## src/rtl/uart_tx_fifo.sv

```systemverilog
`default_nettype none
// ============================================================================
// Module      : uart_tx_fifo
// Description : Byte-wide UART transmitter (8N1, idle high) fed by a small
//               power-of-two FIFO. A producer pushes bytes with a
//               valid/ready handshake. The transmitter drains the FIFO and
//               sends frames back to back, with no idle cycles between
//               frames while data is queued.
// Ports       : clk        - system clock, all logic on its rising edge
//               rst        - asynchronous, active-high reset
//               tx_data    - byte to send
//               tx_valid   - tx_data is valid
//               tx_ready   - a byte is accepted on this cycle's edge if valid
//               fifo_count - number of bytes currently buffered
//               tx_busy    - frame in progress or FIFO non-empty
//               uart_tx    - registered serial output
// Revision    : 1.0 - initial release
// ============================================================================
module uart_tx_fifo #(
    parameter int CLK_FREQ   = 100000000,
    parameter int BAUD       = 500000,
    parameter int FIFO_DEPTH = 16
) (
    input  logic                          clk,
    input  logic                          rst,
    input  logic [7:0]                    tx_data,
    input  logic                          tx_valid,
    output logic                          tx_ready,
    output logic [$clog2(FIFO_DEPTH):0]   fifo_count,
    output logic                          tx_busy,
    output logic                          uart_tx
);

    // ------------------------------------------------------------------------
    // Derived constants
    // ------------------------------------------------------------------------
    localparam int CLKS_PER_BIT = CLK_FREQ / BAUD;
    localparam int BAUD_W       = (CLKS_PER_BIT > 1) ? $clog2(CLKS_PER_BIT) : 1;
    localparam int PTR_W        = $clog2(FIFO_DEPTH);
    localparam int CNT_W        = PTR_W + 1;

    localparam logic [BAUD_W-1:0] BAUD_LAST = BAUD_W'(CLKS_PER_BIT - 1);
    localparam logic [CNT_W-1:0]  DEPTH_C   = CNT_W'(FIFO_DEPTH);

    typedef enum logic [1:0] {
        ST_IDLE  = 2'd0,
        ST_START = 2'd1,
        ST_DATA  = 2'd2,
        ST_STOP  = 2'd3
    } state_t;

    // ------------------------------------------------------------------------
    // Registers and next-state values
    // ------------------------------------------------------------------------
    state_t              state_q,   state_d;
    logic [BAUD_W-1:0]   baud_q,    baud_d;
    logic [2:0]          bit_idx_q, bit_idx_d;
    logic [7:0]          shift_q,   shift_d;
    logic                tx_q,      tx_d;
    logic                busy_q,    busy_d;
    logic [PTR_W-1:0]    wr_ptr_q,  wr_ptr_d;
    logic [PTR_W-1:0]    rd_ptr_q,  rd_ptr_d;
    logic [CNT_W-1:0]    count_q,   count_d;

    logic [7:0]          mem_q [FIFO_DEPTH];

    logic                push_w;
    logic                pop_w;
    logic                fifo_empty_w;
    logic                bit_end_w;
    logic                ready_w;

    // ------------------------------------------------------------------------
    // FIFO bookkeeping
    // ------------------------------------------------------------------------
    // Readiness depends only on the registered count, so a pop on the same
    // edge never opens a slot for a push when the FIFO is full.
    assign ready_w      = (count_q < DEPTH_C);
    assign push_w       = tx_valid && ready_w;
    assign fifo_empty_w = (count_q == '0);
    assign bit_end_w    = (baud_q == BAUD_LAST);

    always_comb begin
        wr_ptr_d = wr_ptr_q + PTR_W'(push_w);
        rd_ptr_d = rd_ptr_q + PTR_W'(pop_w);
        count_d  = count_q + CNT_W'(push_w) - CNT_W'(pop_w);
    end

    // Storage is not reset; the pointers and count define its contents.
    // The write is suppressed while reset is held so nothing lands in it.
    always_ff @(posedge clk) begin
        if (push_w && !rst) begin
            mem_q[wr_ptr_q] <= tx_data;
        end
    end

    // ------------------------------------------------------------------------
    // Transmit FSM: next-state logic
    // ------------------------------------------------------------------------
    always_comb begin
        state_d   = state_q;
        baud_d    = baud_q;
        bit_idx_d = bit_idx_q;
        shift_d   = shift_q;
        pop_w     = 1'b0;

        case (state_q)
            ST_IDLE: begin
                baud_d    = '0;
                bit_idx_d = '0;
                if (!fifo_empty_w) begin
                    pop_w   = 1'b1;
                    shift_d = mem_q[rd_ptr_q];
                    state_d = ST_START;
                end
            end

            ST_START: begin
                if (bit_end_w) begin
                    baud_d    = '0;
                    bit_idx_d = '0;
                    state_d   = ST_DATA;
                end else begin
                    baud_d = baud_q + BAUD_W'(1);
                end
            end

            ST_DATA: begin
                if (bit_end_w) begin
                    baud_d    = '0;
                    // Index wraps 7 -> 0 naturally as the frame leaves DATA.
                    bit_idx_d = bit_idx_q + 3'd1;
                    if (bit_idx_q == 3'd7) begin
                        state_d = ST_STOP;
                    end
                end else begin
                    baud_d = baud_q + BAUD_W'(1);
                end
            end

            ST_STOP: begin
                if (bit_end_w) begin
                    baud_d = '0;
                    // Chain straight into the next frame when data is
                    // queued, so consecutive frames have no idle gap.
                    if (!fifo_empty_w) begin
                        pop_w   = 1'b1;
                        shift_d = mem_q[rd_ptr_q];
                        state_d = ST_START;
                    end else begin
                        state_d = ST_IDLE;
                    end
                end else begin
                    baud_d = baud_q + BAUD_W'(1);
                end
            end

            default: begin
                state_d = ST_IDLE;
            end
        endcase
    end

    // Line level follows the current state one cycle later; every bit keeps
    // its full width because the whole frame is shifted by the same cycle.
    always_comb begin
        tx_d = 1'b1;
        case (state_q)
            ST_START: tx_d = 1'b0;
            ST_DATA:  tx_d = shift_q[bit_idx_q];
            default:  tx_d = 1'b1;
        endcase
    end

    // Busy is registered so that it falls together with the end of the
    // stop bit on the line.
    assign busy_d = (state_q != ST_IDLE) || (count_q != '0);

    // ------------------------------------------------------------------------
    // State register
    // ------------------------------------------------------------------------
    always_ff @(posedge clk or posedge rst) begin
        if (rst) begin
            state_q   <= ST_IDLE;
            baud_q    <= '0;
            bit_idx_q <= '0;
            shift_q   <= '0;
            tx_q      <= 1'b1;
            busy_q    <= 1'b0;
            wr_ptr_q  <= '0;
            rd_ptr_q  <= '0;
            count_q   <= '0;
        end else begin
            state_q   <= state_d;
            baud_q    <= baud_d;
            bit_idx_q <= bit_idx_d;
            shift_q   <= shift_d;
            tx_q      <= tx_d;
            busy_q    <= busy_d;
            wr_ptr_q  <= wr_ptr_d;
            rd_ptr_q  <= rd_ptr_d;
            count_q   <= count_d;
        end
    end

    // ------------------------------------------------------------------------
    // Outputs
    // ------------------------------------------------------------------------
    assign tx_ready   = ready_w;
    assign fifo_count = count_q;
    assign tx_busy    = busy_q;
    assign uart_tx    = tx_q;

endmodule

`default_nettype wire

```

## config.mk

```make
export PLATFORM = sky130hd
export DESIGN_NAME = uart_tx_fifo
export DESIGN_NICKNAME = d
export VERILOG_FILES = /design/src/rtl/uart_tx_fifo.sv
export SDC_FILE = /design/constraint.sdc
export NUM_CORES = 1
export LEC_CHECK = 0
export CAP_MARGIN = 20
export CORE_ASPECT_RATIO = 0.5
export CORE_MARGIN = 4
export CORE_UTILIZATION = 30
export CTS_CLUSTER_SIZE = 40
export DETAILED_ROUTE_END_ITERATION = 8
export PLACE_DENSITY = 0.43
export SLEW_MARGIN = 20
export SYNTH_ARGS = -nofsm -noshare
export SYNTH_HDL_FRONTEND = slang
export SYNTH_SLANG_ARGS = --single-unit
```

## constraint.sdc

```tcl
create_clock -name clk -period 3.55 [get_ports clk]
set_clock_uncertainty 0.1 [all_clocks]
set_input_delay 0.8875 -clock clk [delete_from_list [all_inputs] [get_ports clk]]
set_output_delay 0.8875 -clock clk [all_outputs]
set_load 0.005 [all_outputs]
```

==> qor.yml <==
critPathArrivalTime_ns: 3.09
drive_gt1_share_pct: 19.9
gr-usage-met1_pct: 15.5
cts_resized: 0
core_um2: 22000
grt_max_degree: 34
grtUsageTotal_pct: 12.1
ys_seq_area_share_pct: 69.5
ys_warn_count: 0
drv_slew: 0
swShare_pct: 26.4
min_from: "baud_q[0]"
period_minus_slack_ns: 2.84
die_area_um2: 25400
fin_util_pct: 36.6
fmaxAchievable_mhz: 352
synthToLayoutAreaGrowth_pct: 18.0
start_util_pct: 31.0
antenna_found_initial: 0
io_buffers: 18
cts_buffers: 17
design_area_um2: 8060
comb_power_share_pct: 10.0
tns_ns: 0
power_density_nw_per_um2: 562
viasPerCell: 4.71
syn_avg_cell_area_um2: 18.3
p_int_w: 0.00334
hold_buffers: 0
power_switching_w: 0.00120
grt-busiest-layer: "met2"
ir_worst_vdd_v: 0.000312
wirelength_um: 14600
r2r_slack_ns: 0.71
dpl_cell_area_um2: 7480
required_ns: 3.80
maxSlewHeadroom_pct: 46.3
cts_tree: "built"
first_iter_violations: 268
path_cells: "inv_1, ha_1, a31oi_1, nor3_2, xnor2_1, ha_1, fa_1, a21oi_1, nor2_1, nor2_1, xnor2_1"
drc_errors: 0
grt_pass1_wl_um: 22500
rsz0062_at_grt: "false"
vias: 3445
post-place-ws_ns: 0.677
insertion_delay_ns: 0.43
final-setup-viol-count: 0
ys_types: 41
finalCritPeriodShare_pct: 80.0
crit_path_start_kind: "flip-flop"
clk_pin_slew_worst_paths_ns: 0.07
avgRoutedWirePerCell_um: 19.9
gp_congestion: 0.738
status: "complete, no violations"
hold_path_depth: 1
use_met3_pct: 3.23
die_h_um: 115
slowest_delay_ns: 0.43
holdPathEnd: "baud_q[0]"
fill_cells: 2027
reg2reg_to: "fifo_count[4]"
cp_max_fo: 11
die_w_um: 221
end_kind: "flip-flop"
grt_overflow: 0
cts_setup_buffers: 0
tightest_slew_ns: 0.805
cts_root_buf: "clkbuf_16"
cts-htree-levels: 4
drtAntennaViolNets: 0
r2r-start: "state_q[1]"
p_leak_nw: 2.74
use_met2_pct: 20.4
finalHoldViolCount: 0
cts.sinks: 164
maxCapViolCount: 0
cts_max_path_buffers: 2
diodes: 0
holdWs_ns: 0.373
synth.net_count: 403
rows: 38
p_seq_share_pct: 50.0
path_class: "reg -> reg"
synth-seq-cells: 164
syn_area_um2: 6830
min_path_type: "reg -> reg"
syn_inst: 374
dpl.hpwl_um: 9700
grt_pass1_vias: 3714
clkPwrFrac_pct: 40.0
cp_slowest_cell: "dfrtp_1"
drt-pass1-iter-count: 4
setup_slack_ns: 0.710
boundaryPins: 19
ff2ff_path_depth: 11
fin_nets: 448
## worst max path at each step
| stage | slack (ns) | from | depth (start not counted) | endpoint |
|---|---|---|---|---|
| detailed placement | 0.68 | tx_valid | 9 | fifo_count[4] |
| global placement | 0.68 | tx_valid | 9 | fifo_count[4] |
| floorplan | 0.17 | rst | 4 | mem_q[0][0] |
| finish | 0.71 | state_q[1] | 11 | fifo_count[4] |
| global route | 0.45 | state_q[0] | 11 | fifo_count[4] |
| CTS | 0.70 | state_q[1] | 11 | fifo_count[4] |
## layer usage
metal  up-vias  wire (um)
met5         -          0
met4         0        119
met3        10        517
met2        35       7090
met1      1828       6830
li1       1572          -
## layout by cell type, fill, tap and decap left out, types with 3 or more instances in the layout
cell type and n:
a21oi_1 4, a22o_1 5, buf_4 21, clkbuf_16 17, clkdlybuf4s50_1 18, clkinv_4 3, clkinv_8 3, dfrtp_1 34
edfxtp_1 128, ha_1 17, inv_1 9, inv_8 5, mux2i_1 18, mux4_1 14, mux4_2 20, nand2_1 20
nand3_1 5, nor2_1 25, nor3_1 9, o221ai_1 8, xnor2_1 8, xor2_1 7
## kinds of logic after synthesis
logic type               synth area share (%)
AO/OA/AOI/OAI                            2.95
buffers and inverters                    1.81
multiplexers                             14.8
adder cells (fa/ha/maj)                  3.41
flip-flops                               69.5
XOR/XNOR                                 1.92
AND/OR/NAND/NOR                          5.66
## flip-flops by register name (all words and copies together), names as in the netlist
signal	count
bit_idx_q	3
uart_tx	1
fifo_count	5
shift_q	8
rd_ptr_q	4
baud_q	8
wr_ptr_q	4
mem_q	128
tx_busy	1
state_q	2
## power groups by stage
stage | combinational, W | sequential (W) | clock [W]
after CTS | 0.000466 | 0.00227 | 0.00186
after global placement | 0.000454 | 0.00231 | 0
after detailed placement | 0.000463 | 0.00231 | 0
after floorplan | 0.000284 | 0.00227 | 0
final | 0.000453 | 0.00227 | 0.00181
after global routing | 0.000517 | 0.00228 | 0.00196
## cell type report
cell class / count / area, um2 / area share [%]
Multi-Input combinational cell: 187 / 1960 / 24.3
Tap cell: 300 / 375 / 4.66
Clock buffer: 17 / 425 / 5.28
Sequential cell: 164 / 4750 / 58.9
Clock inverter: 15 / 161 / 2.00
Timing Repair Buffer: 40 / 358 / 4.44
Inverter: 9 / 33.8 / 0.419
## synth_stat cells, drive strengths merged
master,n,share of area [%]
a31oi,1,0.092
nand4,2,0.18
mux4,34,12
nor3,10,0.81
buf,10,1.1
nor4b,1,0.22
nand3,7,0.66
xor2,7,0.90
and2,2,0.18
fa,1,0.29
and4b,1,0.20
a22oi,1,0.11
mux2i,18,2.6
a21oi,4,0.29
o221ai,8,1.0
ha,17,3.1
a221oi,1,0.22
xnor2,8,1.0
nand2b,2,0.18
clkbuf,4,0.22
dfstp,1,0.38
o21ai,4,0.35
nand2,20,1.1
nand3b,2,0.27
dfrtp,35,13
nor2,25,1.4
edfxtp,128,56
nor3b,2,0.38
a22o,5,0.64
inv,9,0.49
mux2,1,0.16
a21o,2,0.22
or3,1,0.092
## worst max-delay path: cells and delay by family (launching register included)
family / cells / cell delay (ns)
fa+ha+maj: 3 / 1.06
simple gates: 3 / 0.52
buf+inv: 1 / 0.15
xor+xnor: 2 / 0.24
flops: 1 / 0.43
compound gates: 2 / 0.26
## per-stage QoR
| stage | power [W] | std cells |
|---|---|---|
| after floorplan | 0.00255 | 374 |
| after global placement | 0.00276 | 700 |
| after detailed placement | 0.00277 | 700 |
| after CTS | 0.00460 | 732 |
| after global routing | 0.00475 | 732 |
| final | 0.00453 | 732 |
(Power assumes the default switching activity.)
